<file path="src/rtl/multicycle_control_unit.sv">
// Multicycle control unit for an RV32I integer subset.
// Walks each accepted instruction through FETCH, DECODE, EXECUTE, optional MEM
// and WRITEBACK (or TRAP for unsupported encodings) and drives registered
// datapath controls.
// Ports:
//   clk, resetn          clock and asynchronous active-low reset
//   instr_valid, instr   instruction handshake input
//   instr_ready          high only while waiting in FETCH (low during reset)
//   mem_ready            data memory completion, honoured only in MEM
//   alu_zero             ALU zero flag, sampled in EXECUTE
//   rs1, rs2, rd         register indices of the latched instruction
//   immediate            sign-extended immediate (zero-extended shamt for shifts)
//   alu_op               ALU operation code
//   reg_or_immediate     1 selects rs2 as second ALU operand
//   limit_immediate      1 marks a shift-immediate operand
//   reg_write, data_mem_read, data_mem_write, pc_write, pc_src   strobes
//   illegal_instr        one-cycle pulse for unsupported encodings
//   retire_count         completed-instruction counter (wraps)
module multicycle_control_unit #(
  parameter int unsigned XLEN    = 32,
  parameter int unsigned SHAMT_W = $clog2(XLEN)
) (
  input  logic            clk,
  input  logic            resetn,
  input  logic            instr_valid,
  input  logic [31:0]     instr,
  output logic            instr_ready,
  input  logic            mem_ready,
  input  logic            alu_zero,
  output logic [4:0]      rs1,
  output logic [4:0]      rs2,
  output logic [4:0]      rd,
  output logic [XLEN-1:0] immediate,
  output logic [3:0]      alu_op,
  output logic            reg_or_immediate,
  output logic            limit_immediate,
  output logic            reg_write,
  output logic            data_mem_read,
  output logic            data_mem_write,
  output logic            pc_write,
  output logic            pc_src,
  output logic            illegal_instr,
  output logic [31:0]     retire_count
);

  localparam logic [6:0] OP_R      = 7'b0110011;
  localparam logic [6:0] OP_IMM    = 7'b0010011;
  localparam logic [6:0] OP_LOAD   = 7'b0000011;
  localparam logic [6:0] OP_STORE  = 7'b0100011;
  localparam logic [6:0] OP_BRANCH = 7'b1100011;
  localparam logic [6:0] OP_LUI    = 7'b0110111;

  localparam logic [3:0] ALU_ADD  = 4'd0;
  localparam logic [3:0] ALU_SUB  = 4'd1;
  localparam logic [3:0] ALU_XOR  = 4'd2;
  localparam logic [3:0] ALU_OR   = 4'd3;
  localparam logic [3:0] ALU_AND  = 4'd4;
  localparam logic [3:0] ALU_SLL  = 4'd5;
  localparam logic [3:0] ALU_SRL  = 4'd6;
  localparam logic [3:0] ALU_SRA  = 4'd7;
  localparam logic [3:0] ALU_SLT  = 4'd8;
  localparam logic [3:0] ALU_SLTU = 4'd9;

  typedef enum logic [2:0] {
    S_FETCH, S_DECODE, S_EXECUTE, S_MEM, S_WRITEBACK, S_TRAP
  } state_t;

  typedef enum logic [2:0] {
    C_ALU, C_LOAD, C_STORE, C_BRANCH, C_LUI
  } iclass_t;

  state_t      state, state_n;
  iclass_t     cls, dec_cls;
  logic [31:0] instr_q;

  logic        reg_write_n, data_mem_read_n, data_mem_write_n;
  logic        pc_write_n, taken, taken_n, illegal_n;
  logic [31:0] retire_n;

  logic            dec_illegal, dec_roi, dec_lim;
  logic [3:0]      dec_op, f3_op;
  logic [XLEN-1:0] dec_imm;
  logic signed [31:0] imm32;

  wire [6:0] opcode = instr_q[6:0];
  wire [2:0] f3     = instr_q[14:12];
  wire [6:0] f7     = instr_q[31:25];

  // Immediate formats, sign-extended to 32 bits before widening to XLEN
  wire signed [31:0] i_imm = {{20{instr_q[31]}}, instr_q[31:20]};
  wire signed [31:0] s_imm = {{20{instr_q[31]}}, instr_q[31:25], instr_q[11:7]};
  wire signed [31:0] b_imm = {{20{instr_q[31]}}, instr_q[7], instr_q[30:25],
                              instr_q[11:8], 1'b0};
  wire signed [31:0] u_imm = {instr_q[31:12], 12'b0};

  assign instr_ready = resetn && (state == S_FETCH);
  assign pc_src      = taken;

  // func3 to ALU operation shared by R-type and I-ALU
  always_comb begin
    f3_op = ALU_ADD;
    case (f3)
      3'b000:  f3_op = ALU_ADD;
      3'b001:  f3_op = ALU_SLL;
      3'b010:  f3_op = ALU_SLT;
      3'b011:  f3_op = ALU_SLTU;
      3'b100:  f3_op = ALU_XOR;
      3'b101:  f3_op = ALU_SRL;
      3'b110:  f3_op = ALU_OR;
      default: f3_op = ALU_AND;
    endcase
  end

  // Instruction decode of the latched word
  always_comb begin
    dec_illegal = 1'b0;
    dec_cls     = C_ALU;
    dec_op      = ALU_ADD;
    dec_roi     = 1'b0;
    dec_lim     = 1'b0;
    imm32       = i_imm;
    case (opcode)
      OP_R: begin
        dec_roi = 1'b1;
        if (f7 == 7'b0000000) begin
          dec_op = f3_op;
        end else if (f7 == 7'b0100000 && f3 == 3'b000) begin
          dec_op = ALU_SUB;
        end else if (f7 == 7'b0100000 && f3 == 3'b101) begin
          dec_op = ALU_SRA;
        end else begin
          dec_illegal = 1'b1;
        end
      end
      OP_IMM: begin
        dec_op = f3_op;
        if (f3 == 3'b001 || f3 == 3'b101) begin
          dec_lim = 1'b1;
          if (f3 == 3'b101 && instr_q[30]) dec_op = ALU_SRA;
        end
      end
      OP_LOAD:  dec_cls = C_LOAD;
      OP_STORE: begin
        dec_cls = C_STORE;
        imm32   = s_imm;
      end
      OP_BRANCH: begin
        dec_cls = C_BRANCH;
        dec_op  = ALU_SUB;
        dec_roi = 1'b1;
        imm32   = b_imm;
        // only BEQ and BNE are supported
        if (f3[2:1] != 2'b00) dec_illegal = 1'b1;
      end
      OP_LUI: begin
        dec_cls = C_LUI;
        imm32   = u_imm;
      end
      default: dec_illegal = 1'b1;
    endcase
    dec_imm = dec_lim ? XLEN'(instr_q[20 +: SHAMT_W]) : XLEN'(imm32);
  end

  wire writes_rd = (cls == C_ALU || cls == C_LOAD || cls == C_LUI) && (rd != 5'd0);

  // Next state and next registered strobe values
  always_comb begin
    state_n          = state;
    reg_write_n      = 1'b0;
    data_mem_read_n  = 1'b0;
    data_mem_write_n = 1'b0;
    pc_write_n       = 1'b0;
    taken_n          = 1'b0;
    illegal_n        = 1'b0;
    retire_n         = retire_count;
    case (state)
      S_FETCH: begin
        if (instr_valid) state_n = S_DECODE;
      end
      S_DECODE: begin
        if (dec_illegal) begin
          state_n    = S_TRAP;
          illegal_n  = 1'b1;
          pc_write_n = 1'b1;
        end else begin
          state_n = S_EXECUTE;
        end
      end
      S_EXECUTE: begin
        if (cls == C_LOAD || cls == C_STORE) begin
          state_n          = S_MEM;
          data_mem_read_n  = (cls == C_LOAD);
          data_mem_write_n = (cls == C_STORE);
        end else begin
          state_n     = S_WRITEBACK;
          pc_write_n  = 1'b1;
          reg_write_n = writes_rd;
          taken_n     = (cls == C_BRANCH) && (alu_zero ^ instr_q[12]);
          retire_n    = retire_count + 32'd1;
        end
      end
      S_MEM: begin
        if (mem_ready) begin
          state_n     = S_WRITEBACK;
          pc_write_n  = 1'b1;
          reg_write_n = writes_rd;
          retire_n    = retire_count + 32'd1;
        end else begin
          data_mem_read_n  = data_mem_read;
          data_mem_write_n = data_mem_write;
        end
      end
      default: state_n = S_FETCH;
    endcase
  end

  // State, latched instruction, decoded fields and registered strobes
  always_ff @(posedge clk or negedge resetn) begin
    if (!resetn) begin
      state            <= S_FETCH;
      instr_q          <= '0;
      cls              <= C_ALU;
      rs1              <= '0;
      rs2              <= '0;
      rd               <= '0;
      immediate        <= '0;
      alu_op           <= '0;
      reg_or_immediate <= 1'b0;
      limit_immediate  <= 1'b0;
      reg_write        <= 1'b0;
      data_mem_read    <= 1'b0;
      data_mem_write   <= 1'b0;
      pc_write         <= 1'b0;
      taken            <= 1'b0;
      illegal_instr    <= 1'b0;
      retire_count     <= '0;
    end else begin
      state          <= state_n;
      reg_write      <= reg_write_n;
      data_mem_read  <= data_mem_read_n;
      data_mem_write <= data_mem_write_n;
      pc_write       <= pc_write_n;
      taken          <= taken_n;
      illegal_instr  <= illegal_n;
      retire_count   <= retire_n;
      if (state == S_FETCH && instr_valid) instr_q <= instr;
      if (state == S_DECODE) begin
        cls              <= dec_cls;
        rs1              <= instr_q[19:15];
        rs2              <= instr_q[24:20];
        rd               <= instr_q[11:7];
        immediate        <= dec_imm;
        alu_op           <= dec_op;
        reg_or_immediate <= dec_roi;
        limit_immediate  <= dec_lim;
      end
    end
  end

endmodule

</file>
<file path="config.mk">
export PLATFORM = sky130hd
export DESIGN_NAME = multicycle_control_unit
export DESIGN_NICKNAME = d
export VERILOG_FILES = /design/src/rtl/multicycle_control_unit.sv
export SDC_FILE = /design/constraint.sdc
export NUM_CORES = 1
export LEC_CHECK = 0
export CAP_MARGIN = 25
export CORE_MARGIN = 3
export CORE_UTILIZATION = 35
export CTS_CLUSTER_SIZE = 24
export DETAILED_ROUTE_END_ITERATION = 16
export GPL_TIMING_DRIVEN = 0
export PLACE_DENSITY_LB_ADDON = 0.1
export SYNTH_ARGS = -nofsm -noshare
export SYNTH_HDL_FRONTEND = slang
export SYNTH_SLANG_ARGS = --single-unit
</file>
<file path="constraint.sdc">
create_clock -name clk -period 2.3 [get_ports clk]
set_input_delay 0.345 -clock clk [delete_from_list [all_inputs] [get_ports clk]]
set_output_delay 0.345 -clock clk [all_outputs]
set_load 0.02 [all_outputs]
</file>
==> metrics.txt <==
status=finished, final reports clean; Layout area overhead=41.9%; Slew HR=59.6%; Total Routing Usage GR=17.8%; Synth Flop Type=dfrtp_1; number of diodes=0; post-synthesis sequential area ratio=57.7%; Placeable Area=0.0154 mm^2; CTS clock-pin slew for the worst setup and hold paths=60 ps; Std-Cell Rows=45; Worst EP arrival=2410 ps; Int Pwr=6.68 mW; CTS root buf=clkbuf_16; minimum clock period=2120 ps; Detail Route Antenna Nets=0; Total Wirelength=15100 um; vias in the first global route=4451; gr ovfl total=0; die area=0.0175 mm^2; average routed wire per standard cell=16.9 um; Die Y=132 um; critical-path cell list=clkbuf_1, and4bb_2, nand2_1, o41ai_2, buf_2, o21ai_0; cell family with most CP delay=compound AO/OA/AOI/OAI gates; Skew-Pair Late Insertion Delay=420 ps; maximum clock rate=473 MHz; Net Sw Frac=36.3%; Design Area, Final=0.00794 mm^2; # fillers=1395; Comb power frac=37.3%; CTS Buf Count=17; Peak VDD IR=635 uV; switching pwr=3.81 mW; Yosys cell types=54; Vias=4382; Die X=132 um; flop and latch count out of synthesis=129; critical-path cell with the highest stage delay=o41ai_2; clock sink count=129; sequential power share=34.5%; Final Skew=7.80 ps; final setup fails=0; dpl cells=855; pin count of the biggest net entering global routing=47; PortBufs=128; Synth Cell Area=0.00559 mm^2; final hold vios=0; Detailed Routing Iterations Pass 1=4; period utilization=92.0%; IO Pins=129; final slew viol count=0; Final Wtd Congestion=0.843; total of max-cap violations=0; Syn Nets=553; HP Class=in2async; total chip power=10.5 mW; Syn Area/Cell=10.9 um^2; H-tree lvl count=4; clock power share=28.2%; Critical Path Max Stage Delay=450 ps; worst-path fanout max=10; endpoint class of the critical path=register; first-pass GRT wire length=24500 um; final std cells w/o fill=891; worst slew pin tran=602 ps; Syn. warnings=0; # nets final=706; initial drt markers=223; via/cell ratio=4.92; CP Buf/Inv Count=2; PwrDens=1320 mW/mm^2; CTS tree=done; CP Class=reg2reg; antenna violations before repair=0; Mapped Cells=515; Pleak=3.43 nW; DP HPWL=10600 um; layout cells sized above 1=12.9%; asr flop ratio synth=100%; DRC violation count after routing=0; CTS Buffer Depth=2; Req. time, crit path=2590 ps; postcts setup bufs=0; Area after DPL=0.00717 mm^2; startpoint types=register; RSZ-0062 raised after global routing=no; Post-synth EDFFs=0; initial core utilization=36.3%
[flip-flops by register name, indices dropped and copies added, names as in the netlist, 3 cells and up]
signal / cells
alu_op: 4
cls: 3
immediate: 32
instr_q: 32
rd: 5
retire_count: 32
rs1: 5
rs2: 5
state: 3
[path summary, 6_finish.rpt]
kind | slack [ps] | depth (start not counted) | startpoint | endpoint
min reg2reg | 460 | 1 | retire_count[31] | retire_count[31]
min in group clk | 460 | 1 | retire_count[31] | retire_count[31]
min | 6 | 3 | resetn | immediate[2]
max reg2reg | 180 | 6 | instr_q[2] | immediate[25]
max in group asynchronous | 1530 | 4 | resetn | retire_count[23]
max | 180 | 6 | instr_q[2] | immediate[25]
[stage by stage]
| step | worst slack, ps | hold WS, ps | util (%) | setup TNS [ps] |
|---|---|---|---|---|
| detailed placement | -251 | 274 | 46.5 | -281 |
| CTS | 65.1 | 22.0 | 51.4 | 0 |
| finish | 184 | 5.55 | 51.5 | 0 |
| floorplan | 502 | 49.4 | - | 0 |
| global placement | -4390 | 460 | 46.3 | -560550 |
| global route | 24.8 | 28.6 | 51.5 | 0 |
[timing repair]
item / in CTS / in global routing
resized for setup: 2 / 3
setup endpoints to repair: 1 / 12
cloned: 1 / 0
hold buffers: 4 / 0
hold endpoints to repair: 37 / 0
[worst register-to-register path, delay by kind of cell (launching register included)]
kind | cells | cell delay (ps)
AOI/OAI and AO/OA | 2 | 590
buffers and inverters | 2 | 540
and+or+nand+nor | 2 | 500
DFF | 1 | 350
[kinds of logic (layout without fill, tap and decap cells)]
kind of cell               count (synthesis)  count (layout)  synth area share, %
AOI/OAI and AO/OA                         98              98                 11.6
xor gates and xnor gates                  36              36                 5.77
adders and majority gates                  1               1                0.224
buffers and inverters                     38             203                 3.04
DFF                                      129             129                 57.7
muxes                                     26              26                 5.23
and+or+nand+nor                          187             187                 16.5
[per-layer routing]
metal | global-route usage [%] | share of wire, % | vias up
met4 | 6.70 | 1.7 | 0
met1 | 23.3 | 46 | 2153
met3 | 6.16 | 5.9 | 19
met2 | 27.5 | 47 | 117
li1 | - | - | 2093
met5 | 0 | 0 | -
[Yosys cell counts (5+ instances only)]
cell,instances,area share [%]
a22o_1,7,1.1
nand3_1,15,1.3
buf_2,10,0.89
o21ai_0,33,3.0
a21oi_1,28,2.5
nor2_1,20,1.3
mux2_2,26,5.2
nand4_1,5,0.56
xor2_1,6,0.94
clkbuf_1,17,1.1
nand2_1,102,6.8
inv_1,9,0.60
and4_1,5,0.78
xnor2_1,29,4.5
and3_1,6,0.67
dfrtp_1,129,58
[power groups by stage]
stage,combinational [mW],clock (mW),sequential [mW]
after floorplan,1.82,0,3.99
after global placement,3.83,0,3.64
after detailed placement,3.89,0,3.65
after CTS,3.95,3.02,3.62
after global routing,4.29,3.14,3.72
final,3.91,2.96,3.62
[placed cells by master, fill, tap and decap left out, drive strengths merged, types with 3 or more instances in the layout]
cell type      instances
nor3                   4
dfrtp                129
and3                   6
nor4                   3
and4                   5
a211oi                 3
a2111oi                3
buf                   17
inv                   10
clkdlybuf4s50        126
a21oi                 28
bufinv                 5
a22o                   7
nand4                  8
xor2                   7
mux2                  26
xnor2                 29
clkbuf                36
clkinvlp               3
nor2b                  4
nand3                 15
nand2                102
nor2                  21
o31ai                  3
o21ai                 34
nand2b                 4
clkinv                 3
and2                   3
a221oi                 4
[cell type report]
| cell class | count | area (um^2) | share of cell area (%) |
|---|---|---|---|
| Buffer | 29 | 138 | 1.73 |
| Clock buffer | 19 | 443 | 5.58 |
| Clock inverter | 12 | 208 | 2.62 |
| Inverter | 9 | 33.8 | 0.426 |
| Multi-Input combinational cell | 348 | 2200 | 27.7 |
| Sequential cell | 129 | 3230 | 40.7 |
| Tap cell | 211 | 264 | 3.33 |
| Timing Repair Buffer | 134 | 1420 | 17.9 |
(Power assumes the default switching activity.)
